$ cat src/rtl/fetch_queue.sv
// Instruction buffer between fetch and decode: issues fetch requests to a
// 1-cycle synchronous instruction memory and queues {pc, instr} for decode.
module fetch_queue #(
  parameter int ADDR_W  = 32,
  parameter int INSTR_W = 32,
  parameter int DEPTH   = 4
) (
  input  logic               clk,
  input  logic               clr_n,
  input  logic               flush,
  input  logic [ADDR_W-1:0]  i_pc,
  input  logic               i_instr_req,
  output logic [ADDR_W-1:0]  o_mem_addr,
  output logic               o_mem_en,
  input  logic [INSTR_W-1:0] i_mem_rdata,
  output logic               o_stall,
  output logic               o_valid,
  output logic [ADDR_W-1:0]  o_pc,
  output logic [INSTR_W-1:0] o_instr,
  input  logic               i_de_ready
);

  localparam int PTR_W = (DEPTH > 1) ? $clog2(DEPTH) : 1;
  localparam int CNT_W = PTR_W + 1;
  localparam logic [CNT_W:0]   DEPTH_OCC = (CNT_W+1)'(DEPTH);
  localparam logic [CNT_W-1:0] DEPTH_CNT = CNT_W'(DEPTH);

  // Handshakes: a fetch request is accepted when i_instr_req && !o_stall;
  // decode consumes the head when o_valid && i_de_ready. Neither side may
  // assume a transfer on any other combination.

  logic [CNT_W-1:0]   count;
  logic [PTR_W-1:0]   rd_ptr;
  logic [PTR_W-1:0]   wr_ptr;
  logic               pend;
  logic [ADDR_W-1:0]  pend_pc;
  logic [ADDR_W-1:0]  pc_store    [DEPTH];
  logic [INSTR_W-1:0] instr_store [DEPTH];

  logic [CNT_W:0]     occupancy;
  logic               acc;
  logic               enq;
  logic               deq;

  // Stall counts the in-flight response so a reserved slot always exists.
  assign occupancy  = {1'b0, count} + {{CNT_W{1'b0}}, pend};
  assign o_stall    = (occupancy >= DEPTH_OCC);

  assign acc        = i_instr_req && !o_stall && clr_n;
  assign o_mem_en   = acc;
  assign o_mem_addr = i_pc;

  assign o_valid    = (count != '0) && !flush;
  assign enq        = pend && !flush;
  assign deq        = o_valid && i_de_ready;

  always_comb begin
    o_pc    = '0;
    o_instr = '0;
    if (o_valid) begin
      o_pc    = pc_store[rd_ptr];
      o_instr = instr_store[rd_ptr];
    end
  end

  // The request accepted during a flush is the branch target, so pend
  // follows acc regardless of flush.
  always_ff @(posedge clk or negedge clr_n) begin
    if (!clr_n) begin
      pend    <= 1'b0;
      pend_pc <= '0;
    end else begin
      pend <= acc;
      if (acc) begin
        pend_pc <= i_pc;
      end
    end
  end

  always_ff @(posedge clk or negedge clr_n) begin
    if (!clr_n) begin
      count  <= '0;
      rd_ptr <= '0;
      wr_ptr <= '0;
    end else if (flush) begin
      count  <= '0;
      rd_ptr <= '0;
      wr_ptr <= '0;
    end else begin
      count <= count + CNT_W'(enq) - CNT_W'(deq);
      if (enq) begin
        wr_ptr <= wr_ptr + 1'b1;
      end
      if (deq) begin
        rd_ptr <= rd_ptr + 1'b1;
      end
    end
  end

  // Storage is deliberately not reset; entries are only read once written.
  always_ff @(posedge clk) begin
    if (enq) begin
      pc_store[wr_ptr]    <= pend_pc;
      instr_store[wr_ptr] <= i_mem_rdata;
    end
  end

`ifndef SYNTHESIS
  no_overflow: assert property (@(posedge clk) disable iff (!clr_n)
    !(enq && (count == DEPTH_CNT)));
`endif

endmodule

$ cat config.mk
export PLATFORM = sky130hd
export DESIGN_NAME = fetch_queue
export DESIGN_NICKNAME = d
export VERILOG_FILES = /design/src/rtl/fetch_queue.sv
export SDC_FILE = /design/constraint.sdc
export NUM_CORES = 1
export LEC_CHECK = 0
export CAP_MARGIN = 20
export CELL_PAD_IN_SITES_DETAIL_PLACEMENT = 1
export CELL_PAD_IN_SITES_GLOBAL_PLACEMENT = 1
export CORE_MARGIN = 5
export CORE_UTILIZATION = 51
export DETAILED_ROUTE_END_ITERATION = 8
export GPL_ROUTABILITY_DRIVEN = 0
export PLACE_DENSITY_LB_ADDON = 0.1
export SLEW_MARGIN = 15
export SYNTH_ARGS = -nofsm -noshare
export SYNTH_HDL_FRONTEND = slang
export SYNTH_SLANG_ARGS = --single-unit
export TNS_END_PERCENT = 20
$ cat constraint.sdc
create_clock -name clk -period 5.55 [get_ports clk]
set_clock_uncertainty 0.05 [all_clocks]
set_input_delay 1.3875 -clock clk [delete_from_list [all_inputs] [get_ports clk]]
set_output_delay 1.3875 -clock clk [all_outputs]
set_load 0.03 [all_outputs]
Word level (Yosys, flattened, before mapping):

Memories as Yosys holds them, arrays and structs flattened.
Index checks and enable logic that the tools add are counted.

* word-level logic and storage cells: 32
* memories kept: 2
* bits in registers: 40
* input port bits: 69
* RAM bits: 256
* output and inout port bits: 99

Memories
* instr_store: depth 4, width 32, rd ports 1, clocked after memory_dff 0, wr ports 1, line 38 `logic [INSTR_W-1:0] instr_store [DEPTH];`
* pc_store: depth 4, width 32, rd ports 1, clocked after memory_dff 0, wr ports 1, line 37 `logic [ADDR_W-1:0] pc_store [DEPTH];`

* reduce and logical (&&, ||, !) cells: 10
* $add $sub $neg: 5
* mux-type cells: 9
* $lt $le $gt $ge: 1

Operators by type and width (number)
* 32-bit 2-to-1 mux: 2
* 2-bit 2-to-1 mux: 4
* 1-bit logical AND: 5
* 2-bit by 1-bit adder with 2-bit output (second input constant): 2
* 3-bit by 1-bit adder with 4-bit output: 1
* 4-bit by 3-bit greater-or-equal comparator with 1-bit output (second input constant): 1
* 2-bit nonzero test: 2
* 3-bit by 1-bit adder with 3-bit output: 1
* 3-bit 2-to-1 mux: 1
* 3-bit nonzero test: 1
* 3-bit by 1-bit subtractor with 3-bit output: 1
* 1-bit logical NOT: 2
* 1-bit 2-to-1 mux: 2

Logic depth before layout (Yosys ltp):

Gate-level depths: netlist (run 1).

* depth in word-level cells: 5
* depth in mapped cells: 11
* mapped depth without buffers: 10

Least setup slack after synthesis (run 1):

No wires, ideal clock.

* kind: input to output
* start: input port flush
* end: output port o_instr[22]
* cell stages on the path: 4
* data arrival time: 2517 ps
* slack: 1596 ps
* data required time: 4113 ps
* path buffers: 2
* cell sequence: clkbuf_1 -> nor2_1 -> clkbuf_1 -> and2_1

* longest elaborated chain between the ends: 3

RTL lines
* start, declared: line 10 `input logic flush,`
* 1-bit logical NOT: line 53 `assign o_valid = (count != '0) && !flush;`
* 1-bit logical AND: line 53
* via o_valid: line 17 `output logic o_valid,`
* 32-bit 2-to-1 mux: line 60 `if (o_valid) begin`
* end, declared: line 19 `output logic [INSTR_W-1:0] o_instr,`

The timed path passes the listed nets, and every way through them passes these cells.

Final worst setup path (run 1):

* start: input port flush
* end: output port o_pc[29]

* longest elaborated chain between the ends: 3

RTL lines
* 1-bit logical NOT: line 53
* 1-bit logical AND: line 53
* 32-bit 2-to-1 mux: line 60
* end, declared: line 18 `output logic [ADDR_W-1:0] o_pc,`

No other way between the ends.

==> results.json, run 1 <==
{
  "cts_setup_buffers": 0,
  "fin_crit_ns": 4.95,
  "max_freq_ghz": 0.202,
  "grt_setup_unrepaired": "no",
  "pwr-share-clk": 0.324,
  "yosys.area.top_type_share": 0.655,
  "numCtsBuffers": 30,
  "wl_um": 23100,
  "start_kind": "input pin",
  "p_sw_uw": 1690,
  "die_x_um": 162,
  "via_per_inst": 5.44,
  "clk_pin_slew_worst_paths_ns": 0.06,
  "area_growth_pct": 23.2,
  "synth_seq_area_share": 0.740,
  "syn-num-nets": 630,
  "hold_class": "reg2reg",
  "synth_top_area_cell": "edfxtp_1",
  "final_common_cell": "edfxtp_1",
  "drt-initial-drc-count": 251,
  "p_leak_uw": 0.00485,
  "drive_above_1_share": 0.225,
  "grt_start_max_net_pins": 66,
  "seqPwrFrac": 0.458,
  "final_cell_mix": "256 x edfxtp_1, 166 x clkdlybuf4s50_1, 65 x and2_1, 64 x mux4_2, 38 x dfrtp_1",
  "syn_inst": 553,
  "cts_max_level": 1,
  "overflow": 0,
  "power_density_mw_per_mm2": 440,
  "wire_per_inst_um": 22.9,
  "nets": 779,
  "power.internal_uw": 4670,
  "maxCapViolCount": 0,
  "p_sw_frac": 0.266,
  "cts_root_buffer": "clkbuf_16",
  "ctsHoldBuffers": 0,
  "first_global_vias": 6350,
  "dpl.hpwl_um": 13300,
  "antenna_found_initial": 0,
  "yosys.area_share.adder": 0.00917,
  "fp.dieH_um": 162,
  "synth.area.mux_share": 0.166,
  "fin_cells": 1011,
  "min_period_over_period": 0.892,
  "setup_viol": 0,
  "hold_violations": 0,
  "cts_buffer_depth": 3,
  "crit_type": "in2out",
  "dp.cells": 955,
  "yosys_warnings": 0,
  "irDropWorstVdd_uv": 283,
  "synth_seq_cells": 296,
  "worstPathMaxFanout": 39,
  "postRouteAntennaNets": 0,
  "combinationalPowerShare": 0.218,
  "slew_headroom": 0.312,
  "outcome": "complete, no violations",
  "final.setup.tns_ns": 0,
  "synth-simple-area-share": 0.0446,
  "synth_compound_area_frac": 0.00107,
  "netlist_area_mm2": 0.0117,
  "clk_latency_ns": 0.54,
  "avgSynthCellArea_um2": 21.2,
  "core_mm2": 0.0226,
  "grt_usage": 0.181,
  "start_util": 0.518,
  "drt_first_pass_iters": 4,
  "num_rows": 55,
  "grt_pass1_wl_um": 36700,
  "postCtsResizedCells": 0,
  "io_buffers": 167,
  "antenna_cells": 0,
  "synth_top_family_by_area": "multiplexers",
  "slew_viol_final": 0,
  "ys_top_cells_by_area": "edfxtp_1 66%, mux4_2 12%, dfrtp_1 8.5%",
  "drc_errors": 0,
  "critPathRequiredTime_ns": 4.11,
  "cts_tree": "yes",
  "worstPathArrival_ns": 3.51,
  "vias": 5504,
  "end_kind": "output pin",
  "ioPinCount": 168,
  "die-area_mm2": 0.0261,
  "synth_xor_area_frac": 0.00299,
  "worstMarginPinSlew_ns": 1.03,
  "cts_sinks": 296,
  "yosysUniqueCellTypes": 26
}
synthesized netlist by cell type (all sizes together):
cell type / count
edfxtp: 256
and2: 69
mux4: 64
buf: 47
dfrtp: 40
mux2: 32
clkbuf: 10
nor2: 8
ha: 7
inv: 5
nor2b: 3
xnor2: 3
mux2i: 2
and4b: 1
fa: 1
nand2: 1
nand3b: 1
nor3: 1
o211ai: 1
xor2: 1
registers in the layout, summed over array words and instances, names as in the netlist:
| signal | flops |
|---|---|
| count | 3 |
| instr_store | 128 |
| pc_store | 128 |
| pend | 1 |
| pend_pc | 32 |
| rd_ptr | 2 |
| wr_ptr | 2 |
path summary, 6_finish.rpt:
check | to | startpoint | cells past startpoint | slack [ns]
max | o_pc[29] | flush | 5 | 0.60
min | pc_store[3][9]$_DFFE_PP_ | pend_pc[9]$_DFFE_PN0P_ | 0 | 0.47
max reg2reg | count[2]$_DFF_PN0_ | count[1]$_DFF_PN0_ | 11 | 2.79
min reg2reg | pc_store[3][9]$_DFFE_PP_ | pend_pc[9]$_DFFE_PN0P_ | 0 | 0.47
max in group asynchronous | rd_ptr[0]$_DFFE_PN0P_ | clr_n | 2 | 4.03
min in group asynchronous | pend_pc[5]$_DFFE_PN0P_ | clr_n | 2 | 0.97
area by class of cell:
| cell class | instances | area (um2) |
|---|---|---|
| tap | 285 | 357 |
| clock inverter | 16 | 189 |
| fill | 1863 | 8180 |
| multi-input combinational | 195 | 2640 |
| sequential | 296 | 8700 |
| timing repair buffer | 174 | 1720 |
| clock buffer | 40 | 840 |
| inverter | 5 | 18.8 |
per-stage QoR:
| step | hold WS (ns) | setup slack, ns | utilization | total power (uW) | instance area (um2) |
|---|---|---|---|---|---|
| 4_1_cts | 0.473 | 0.577 | 0.639 | 6450 | 14500 |
| 3_3_place_gp | 0.435 | 0.711 | 0.593 | 4320 | 13400 |
| 5_1_grt | 0.492 | 0.497 | 0.639 | 6650 | 14500 |
| 3_5_place_dp | 0.456 | 0.612 | 0.593 | 4380 | 13400 |
| 2_1_floorplan | 0.422 | 1.60 | - | 3860 | 11700 |
| 6_report | 0.469 | 0.599 | 0.639 | 6370 | 14500 |
routing by layer:
metal / part of all wire / global-route usage / wire length, um
met1: 0.41 / 0.243 / 9600
met2: 0.52 / 0.318 / 12000
met3: 0.050 / 0.0304 / 1150
met4: 0.015 / 0.0404 / 358
met5: 0 / 0 / 0
power groups by stage:
stage / Sequential, uW / Clock, uW / Combinational (uW)
after floorplan: 2820 / 0 / 1040
after global placement: 2940 / 0 / 1380
after detailed placement: 2970 / 0 / 1410
after CTS: 2930 / 2110 / 1420
after global routing: 2960 / 2220 / 1480
final: 2920 / 2060 / 1390
kinds of logic (layout without fill, tap and decap cells):
family	after synthesis	count (layout)
and+or+nand+nor	84	84
xor gates and xnor gates	4	4
muxes	98	98
adders and majority gates	8	8
AOI/OAI and AO/OA	1	1
DFF	296	296
buffers and inverters	62	235
critical path: stages:
cell	delay (ns)
clkdlybuf4s50_1	0.63
nor2_4	0.20
buf_4	0.33
and2_1	0.24
clkdlybuf4s50_1	0.70
Note: power is estimated with default switching activity, not from simulation.
==> run 2: changes to the inputs <==
--- a/config.mk
+++ b/config.mk
@@ -8,6 +8,7 @@
 export CAP_MARGIN = 20
 export CELL_PAD_IN_SITES_DETAIL_PLACEMENT = 1
 export CELL_PAD_IN_SITES_GLOBAL_PLACEMENT = 1
+export CORE_ASPECT_RATIO = 0.6
 export CORE_MARGIN = 5
 export CORE_UTILIZATION = 51
 export DETAILED_ROUTE_END_ITERATION = 8
==> run 2 against run 1 <==
- first-iteration DRC count is 8.0% higher
- combinational power hardly changed
- global-route usage is 0.31 points higher
- die area is 0.38% higher
- non-clock buffer count is 1 lower
- setup slack better by 0.035 ns
- clock-buffer cell count is 12 lower
- flip-flop and latch count stayed put
- fmax is 0.70% higher
- highest routed layer unchanged
==> results.json, run 2 (same netlist as run 1, synthesis figures left out) <==
{
  "io_buffers": 167,
  "r2r-start": "count[1]$_DFF_PN0_",
  "worst_r2r_path_depth": 11,
  "drt_first_pass_iters": 4,
  "min_period_over_period": 0.886,
  "wl_met2_um": 11900,
  "power_density_mw_per_mm2": 433,
  "hold_violations": 0,
  "final.setup.tns_ns": 0,
  "worstHoldPathCells": 0,
  "worst_path_max_delay_cell": "clkdlybuf4s50_1",
  "nets": 775,
  "worstPathArrival_ns": 3.48,
  "antenna_cells": 0,
  "wl_um": 23800,
  "whs_ns": 0.471,
  "cts_sinks": 296,
  "dp.cells": 984,
  "postRouteAntennaNets": 0,
  "fin_crit_ns": 4.92,
  "hold_class": "reg2reg",
  "end_kind": "output pin",
  "crit_chain": "clkdlybuf4s50_1 -> nor2_4 -> buf_4 -> and2_1 -> clkdlybuf4s50_1",
  "crit_type": "in2out",
  "cts_root_buffer": "clkbuf_16",
  "cts_setup_buffers": 0,
  "drive_above_1_share": 0.216,
  "grt_setup_unrepaired": "no",
  "via_per_inst": 5.32,
  "ctsHoldBuffers": 0,
  "regToRegSetupSlack_ns": 2.85,
  "cts_tree": "yes",
  "die-area_mm2": 0.0262,
  "start_util": 0.513,
  "max_freq_ghz": 0.203,
  "maxCapViolCount": 0,
  "num_rows": 43,
  "outcome": "complete, no violations",
  "clk_pin_slew_worst_paths_ns": 0.06,
  "first_global_vias": 6124,
  "worstMarginPinSlew_ns": 1.06,
  "drc_errors": 0,
  "drt-initial-drc-count": 271,
  "maxUsedRoutingLayer": "met4",
  "grt_usage": 0.185,
  "worstPathMaxFanout": 45,
  "overflow": 0,
  "final_common_cell": "edfxtp_1",
  "area_growth_pct": 22.6,
  "clk_latency_ns": 0.54,
  "setup_viol": 0,
  "reg.largest.list": "instr_store: 128 flops, pc_store: 128 flops, pend_pc: 32 flops",
  "start_kind": "input pin",
  "dpl.hpwl_um": 14000,
  "slew_viol_final": 0,
  "fp.dieH_um": 128,
  "die_x_um": 206,
  "numCtsBuffers": 27,
  "p_leak_uw": 0.00480,
  "wl_met1_um": 10600,
  "hold_start": "pend_pc[29]$_DFFE_PN0P_",
  "critPathRequiredTime_ns": 4.11,
  "fin_cells": 1034,
  "slew_headroom": 0.294,
  "core_mm2": 0.0229,
  "fin_util": 0.629,
  "grt_start_max_net_pins": 66,
  "ioPinCount": 168,
  "wl_met3_um": 1020,
  "postCtsResizedCells": 0,
  "irDropWorstVdd_uv": 271,
  "cts_max_level": 1,
  "slowest_delay_ns": 0.71,
  "vias": 5498,
  "crit_path_frequent_cell": "clkdlybuf4s50_1",
  "grt_pass1_wl_um": 37000,
  "antenna_found_initial": 0,
  "timing.rr.end": "count[2]$_DFF_PN0_",
  "holdPathEnd": "pc_store[1][29]$_DFFE_PP_",
  "wire_per_inst_um": 23.0,
  "final_cell_mix": "256 x edfxtp_1, 166 x clkdlybuf4s50_1, 65 x and2_1, 64 x mux4_2, 38 x dfrtp_1",
  "cts_buffer_depth": 3
}
## run 2: through the flow
stage	setup slack (ns)	instance area, um2	total power (uW)
floorplan	1.60	11700	3860
global placement	0.688	13500	4330
detailed placement	0.610	13500	4390
CTS	0.595	14400	6300
global route	0.518	14400	6490
finish	0.634	14400	6220
## run 2: where the power goes
part | total [uW] | switching [uW] | internal, uW | leakage (uW)
logic | 1390 | 642 | 745 | 0.00156
registers | 2930 | 243 | 2680 | 0.00279
clock network | 1910 | 786 | 1120 | 0.000452
total | 6220 | 1670 | 4550 | 0.00480
## run 2: layout make-up
| class | count | area, um2 |
|---|---|---|
| Multi-Input combinational cell | 195 | 2640 |
| Sequential cell | 296 | 8700 |
| Timing Repair Buffer | 173 | 1720 |
| Clock buffer | 28 | 679 |
| Inverter | 5 | 18.8 |
| Clock inverter | 22 | 233 |
| Fill cell | 1883 | 8480 |
| Tap cell | 315 | 394 |
## run 2: routing by layer
metal  track usage  vias up
met5             0        -
met4        0.0313        0
met3        0.0322       34
met2         0.311      143
met1         0.262     2894
li1              -     2427
## run 2: worst max-delay path, delay by kind of cell
| family | cells | cell delay [ns] |
|---|---|---|
| buffers and inverters | 3 | 1.67 |
| AND/OR/NAND/NOR | 2 | 0.40 |
## run 2: worst max-delay path by stage
stage,from,endpoint,slack (ns),depth (start not counted)
finish,flush,o_pc[6],0.63,5
global route,flush,o_pc[6],0.52,5
detailed placement,flush,o_instr[22],0.61,5
global placement,flush,o_pc[4],0.69,5
CTS,flush,o_pc[6],0.60,5
floorplan,flush,o_instr[22],1.60,4
==> run 3: changes to the inputs <==
--- a/config.mk
+++ b/config.mk
@@ -5,7 +5,6 @@
 export SDC_FILE = /design/constraint.sdc
 export NUM_CORES = 1
 export LEC_CHECK = 0
-export CAP_MARGIN = 20
 export CELL_PAD_IN_SITES_DETAIL_PLACEMENT = 1
 export CELL_PAD_IN_SITES_GLOBAL_PLACEMENT = 1
 export CORE_ASPECT_RATIO = 0.6
@@ -14,6 +13,7 @@
 export DETAILED_ROUTE_END_ITERATION = 8
 export GPL_ROUTABILITY_DRIVEN = 0
 export PLACE_DENSITY_LB_ADDON = 0.1
+export RECOVER_POWER = 50
 export SLEW_MARGIN = 15
 export SYNTH_ARGS = -nofsm -noshare
 export SYNTH_HDL_FRONTEND = slang
==> run 3 against run 2 <==
- the flow now finishes with violations (max-capacitance violations, max-slew violations)
- setup slack worse by 0.064 ns
- utilization down 0.53 points
- flip-flop and latch count unchanged
- first-iteration DRC count up 3.3%
- die area unchanged
- design area down 0.84%
- critical path depth unchanged
- critical path type unchanged
- highest routed layer unchanged
==> results.json, run 3 (same netlist as run 1, synthesis figures left out) <==
{
  "slew_viol_final": 270,
  "cp_top_family": "buffers and inverters",
  "die-area_mm2": 0.0262,
  "min_period_over_period": 0.897,
  "endpoint": "o_pc[6]",
  "critPathBufInv": 3,
  "final_cell_mix": "256 x edfxtp_1, 131 x clkdlybuf4s50_1, 65 x and2_1, 64 x mux4_2, 38 x dfrtp_1",
  "critPathLaunch": "flush",
  "irDropWorstVdd_uv": 266,
  "crit_chain": "dlygate4sd3_1 -> nor2_4 -> buf_4 -> and2_1 -> clkdlybuf4s50_1",
  "worstPathMaxFanout": 45,
  "cts_setup_buffers": 0,
  "clk_latency_ns": 0.54,
  "drive_above_1_share": 0.171,
  "wl_um": 23700,
  "timing.rr.end": "pend_pc[7]$_DFFE_PN0P_",
  "p_leak_uw": 0.00470,
  "start_util": 0.513,
  "final.setup.tns_ns": 0,
  "power_density_mw_per_mm2": 431,
  "fp.dieH_um": 128,
  "grt_pass1_wl_um": 37000,
  "cts_tree": "yes",
  "cts_buffer_depth": 3,
  "slew_headroom": -0.729,
  "violations": "max-capacitance violations, max-slew violations",
  "via_per_inst": 5.31,
  "setup_viol": 0,
  "start_kind": "input pin",
  "fillerInstances": 1907,
  "fin_crit_ns": 4.98,
  "worstPathArrival_ns": 3.54,
  "wl_met3_um": 1050,
  "dp.cells": 984,
  "grt_start_max_net_pins": 66,
  "area_growth_pct": 21.5,
  "grt_usage": 0.185,
  "hold_start": "pend_pc[29]$_DFFE_PN0P_",
  "clk_pin_slew_worst_paths_ns": 0.06,
  "regToRegSetupSlack_ns": 2.05,
  "cts_sinks": 296,
  "ctsHoldBuffers": 0,
  "cts_max_level": 1,
  "die_x_um": 206,
  "worstMarginPinSlew_ns": 2.59,
  "seqPwrFrac": 0.476,
  "cp.depth": 5,
  "place_ws_ns": 0.610,
  "first_global_vias": 6124,
  "pwr-share-clk": 0.310,
  "power.internal_uw": 4480,
  "core_mm2": 0.0229,
  "numCtsBuffers": 27,
  "combinationalPowerShare": 0.214,
  "hold_class": "reg2reg",
  "drt_first_pass_iters": 4,
  "wl_met1_um": 10400,
  "overflow": 0,
  "antenna_found_initial": 0,
  "p_sw_frac": 0.270,
  "antenna_cells": 0,
  "worst_r2r_path_depth": 6,
  "final_common_cell": "edfxtp_1",
  "maxCapViolCount": 5,
  "io_buffers": 167,
  "r2r-start": "count[1]$_DFF_PN0_",
  "slowest_delay_ns": 0.71,
  "drc_errors": 0,
  "layout_setup_ws_ns": 0.570,
  "grt_setup_unrepaired": "no",
  "postCtsResizedCells": 0,
  "outcome": "finished, violations left",
  "num_rows": 43,
  "cts_root_buffer": "clkbuf_16",
  "drt-initial-drc-count": 280,
  "maxUsedRoutingLayer": "met4",
  "worst_path_max_delay_cell": "clkdlybuf4s50_1",
  "vias": 5490,
  "end_kind": "output pin",
  "ioPinCount": 168,
  "hold_violations": 0,
  "nets": 775,
  "wire_per_inst_um": 22.9,
  "p_sw_uw": 1660,
  "crit_type": "in2out",
  "wl_met2_um": 11800,
  "dpl.hpwl_um": 14000,
  "fin_cells": 1034,
  "postRouteAntennaNets": 0,
  "max_freq_ghz": 0.201,
  "reg.largest.list": "instr_store: 128 flops, pc_store: 128 flops, pend_pc: 32 flops",
  "critPathRequiredTime_ns": 4.11
}
-- run 3: layer usage --
metal	up-vias	GRT usage
met1	2892	0.262
met5	-	0
met4	0	0.0313
met3	34	0.0322
li1	2421	-
met2	143	0.311
-- run 3: layout make-up --
cell class | instances | area [um2] | area share
clock inverters | 22 | 233 | 0.0163
inverters | 5 | 18.8 | 0.00132
clock buffers | 28 | 679 | 0.0476
flip-flops and latches | 296 | 8700 | 0.610
multi-input cells | 195 | 2530 | 0.177
well taps | 315 | 394 | 0.0276
repair buffers | 173 | 1720 | 0.120
-- run 3: worst min path at each step --
| stage | depth (start not counted) | end |
|---|---|---|
| floorplan | 0 | pc_store[0][5]$_DFFE_PP_ |
| global placement | 0 | pc_store[0][9]$_DFFE_PP_ |
| detailed placement | 0 | pc_store[3][28]$_DFFE_PP_ |
| CTS | 0 | pc_store[1][29]$_DFFE_PP_ |
| global route | 0 | pc_store[2][3]$_DFFE_PP_ |
| finish | 0 | pc_store[1][29]$_DFFE_PP_ |
-- run 3: power by group through the flow --
stage	Combinational, uW	Sequential [uW]	Clock, uW
floorplan	1040	2820	0
global placement	1390	2950	0
detailed placement	1410	2980	0
CTS	1420	2940	1950
global route	1400	2960	2060
finish	1310	2920	1910
-- run 3: metrics by stage --
step | area [um2] | hold slack, ns | power (uW) | util
floorplan | 11700 | 0.422 | 3860 | -
detailed placement | 13500 | 0.454 | 4390 | 0.589
global route | 14300 | 0.491 | 6420 | 0.624
finish | 14300 | 0.461 | 6140 | 0.624
global placement | 13500 | 0.438 | 4330 | 0.589
CTS | 14400 | 0.464 | 6300 | 0.629
-- run 3: worst register-to-register path, stage by stage (launching register included) --
cell,delay [ns]
dfrtp_1,0.45
ha_1,0.26
and4b_1,0.30
mux2i_4,0.11
nor2_8,0.11
clkbuf_1,1.62
mux2_2,0.47
==> RTL change, RTL diff (settings of run 1) <==
`INSTR_W`: 32 -> 64.
--- a/src/rtl/fetch_queue.sv
+++ b/src/rtl/fetch_queue.sv
@@ -3,5 +3,5 @@
 module fetch_queue #(
   parameter int ADDR_W  = 32,
-  parameter int INSTR_W = 32,
+  parameter int INSTR_W = 64,
   parameter int DEPTH   = 4
 ) (
Ports: changed (resized i_mem_rdata and o_instr); port bits go from 168 to 232. No check against the original RTL was run, so the function may have changed too.
==> RTL change against run 1 <==
- wire length increased by 51%
- maximum frequency fell by 1.8%
- non-clock buffer count increased by 75
- sequential cell count up 128
- final area grew 42%
- area after synthesis up 41%
- count of clock-buffer cells in the layout grew 20
- critical path depth stayed put
- power is 39% higher
- worst setup slack lost 0.089 ns
- combinational power up 45%
- critical endpoint is now o_instr[32]
==> RTL change: results <==
export IMPL_power_leakage_nw=6.76
export IMPL_ys_types=28
export IMPL_synth_edf_count=384
export IMPL_cts_made_buffers=44
export IMPL_dp_hpwl_mm=21.7
export IMPL_syn_nets=865
export IMPL_outcome="finished, final reports clean"
export IMPL_synthTopCellsByCount="edfxtp_1, and2_1, mux4_2"
export IMPL_max_stage_delay_ns=0.69
export IMPL_post_cts_resized=0
export IMPL_yosysWarnings=0
export IMPL_via_per_inst=5.37
export IMPL_port_buffers=231
export IMPL_grtUsageTotal_pct=19.6
export IMPL_place_area_sq_mm=0.0192
export IMPL_grt_pass1_wl_mm=54.3
export IMPL_grt_start_max_net_pins=60
export IMPL_peakVddDrop_mv=0.280
export IMPL_ys_seq_area_share_pct=75.6
export IMPL_final_hold_violation_count=0
export IMPL_antenna_found_initial=1
export IMPL_drtIter0Drc=423
export IMPL_dp_slack_ns=0.483
export IMPL_firstDrtPassIters=4
export IMPL_grt_pass1_vias=8992
export IMPL_yosys_top_cells_area="edfxtp_1, mux4_2, dfrtp_1, and2_1, mux2_4"
export IMPL_largestRegisters="instr_store: 256 flops, pc_store: 128 flops, pend_pc: 32 flops"
export IMPL_clk_latency_ns=0.52
export IMPL_clkTransAtPathRegs_ns=0.05
export IMPL_drive_gt1_share_pct=22.0
export IMPL_worstPathMaxFanout=55
export IMPL_hold_path_class="reg2reg"
export IMPL_worstPathArrival_ns=3.60
export IMPL_num_nets_final=1092
export IMPL_htreeDepth=2
export IMPL_clk_path_buf_depth=3
export IMPL_tightest_slew_ns=0.793
export IMPL_async_flop_share_pct=9.43
export IMPL_wl_per_cell_um=24.0
[RTL change: path summary, 6_finish.rpt]
check	from	to	slack (ns)	cells past startpoint
max	flush	o_instr[32]	0.51	5
min	pend_pc[7]$_DFFE_PN0P_	pc_store[0][7]$_DFFE_PP_	0.47	0
max reg2reg	count[1]$_DFF_PN0_	count[2]$_DFF_PN0_	2.63	11
min reg2reg	pend_pc[7]$_DFFE_PN0P_	pc_store[0][7]$_DFFE_PP_	0.47	0
max in group asynchronous	clr_n	rd_ptr[1]$_DFFE_PN0P_	3.98	2
min in group asynchronous	clr_n	pend_pc[23]$_DFFE_PN0P_	1.00	2
[RTL change: worst reg2reg max path, cell delays in order, from the launching register on]
cell and delay (ns):
dfrtp_1 0.45, nor3_1 0.55, nor2_4 0.05, buf_4 0.30
and2_1 0.24, ha_1 0.27, inv_1 0.06, ha_1 0.14
inv_1 0.06, fa_1 0.42, xnor2_1 0.17, nor2_1 0.05
[RTL change: through the flow]
stage / utilization [%] / hold WS (ns) / std cells
floorplan: - / 0.422 / 756
global placement: 59.3 / 0.434 / 1379
CTS: 63.7 / 0.474 / 1457
detailed placement: 59.3 / 0.459 / 1379
finish: 63.7 / 0.469 / 1457
global route: 63.7 / 0.487 / 1457
[RTL change: layout make-up]
class	count	area (sq um)
Sequential cell	424	12500
Fill cell	2655	11700
Multi-Input combinational cell	259	3560
Timing Repair Buffer	249	2480
Clock buffer	60	1230
Tap cell	442	553
Clock inverter	18	178
Inverter	5	18.8
[RTL change: routing by layer]
metal / global-route usage (%) / part of all wire, % / vias to the layer above
met5: 0 / 0.037 / -
li1: - / - / 3425
met1: 26.4 / 42 / 4125
met3: 3.61 / 4.9 / 42
met2: 34.3 / 52 / 227
met4: 3.90 / 1.6 / 2
[RTL change: power by group]
group | internal (W) | switching, W | total, W
combinational | 0.00102 | 0.000988 | 0.00201
clock | 0.00169 | 0.00114 | 0.00284
sequential | 0.00377 | 0.000217 | 0.00399
total | 0.00649 | 0.00235 | 0.00884
[RTL change: kinds of logic (layout without fill, tap and decap cells)]
| kind of cell | Yosys count | after routing | synth area share, % |
|---|---|---|---|
| DFF | 424 | 424 | 75.6 |
| muxes | 130 | 130 | 16.1 |
| and+or+nand+nor | 116 | 116 | 4.38 |
| buffers and inverters | 73 | 332 | 2.95 |
| adders and majority gates | 8 | 8 | 0.650 |
| xor gates and xnor gates | 4 | 4 | 0.212 |
| AOI/OAI and AO/OA | 1 | 1 | 0.0755 |
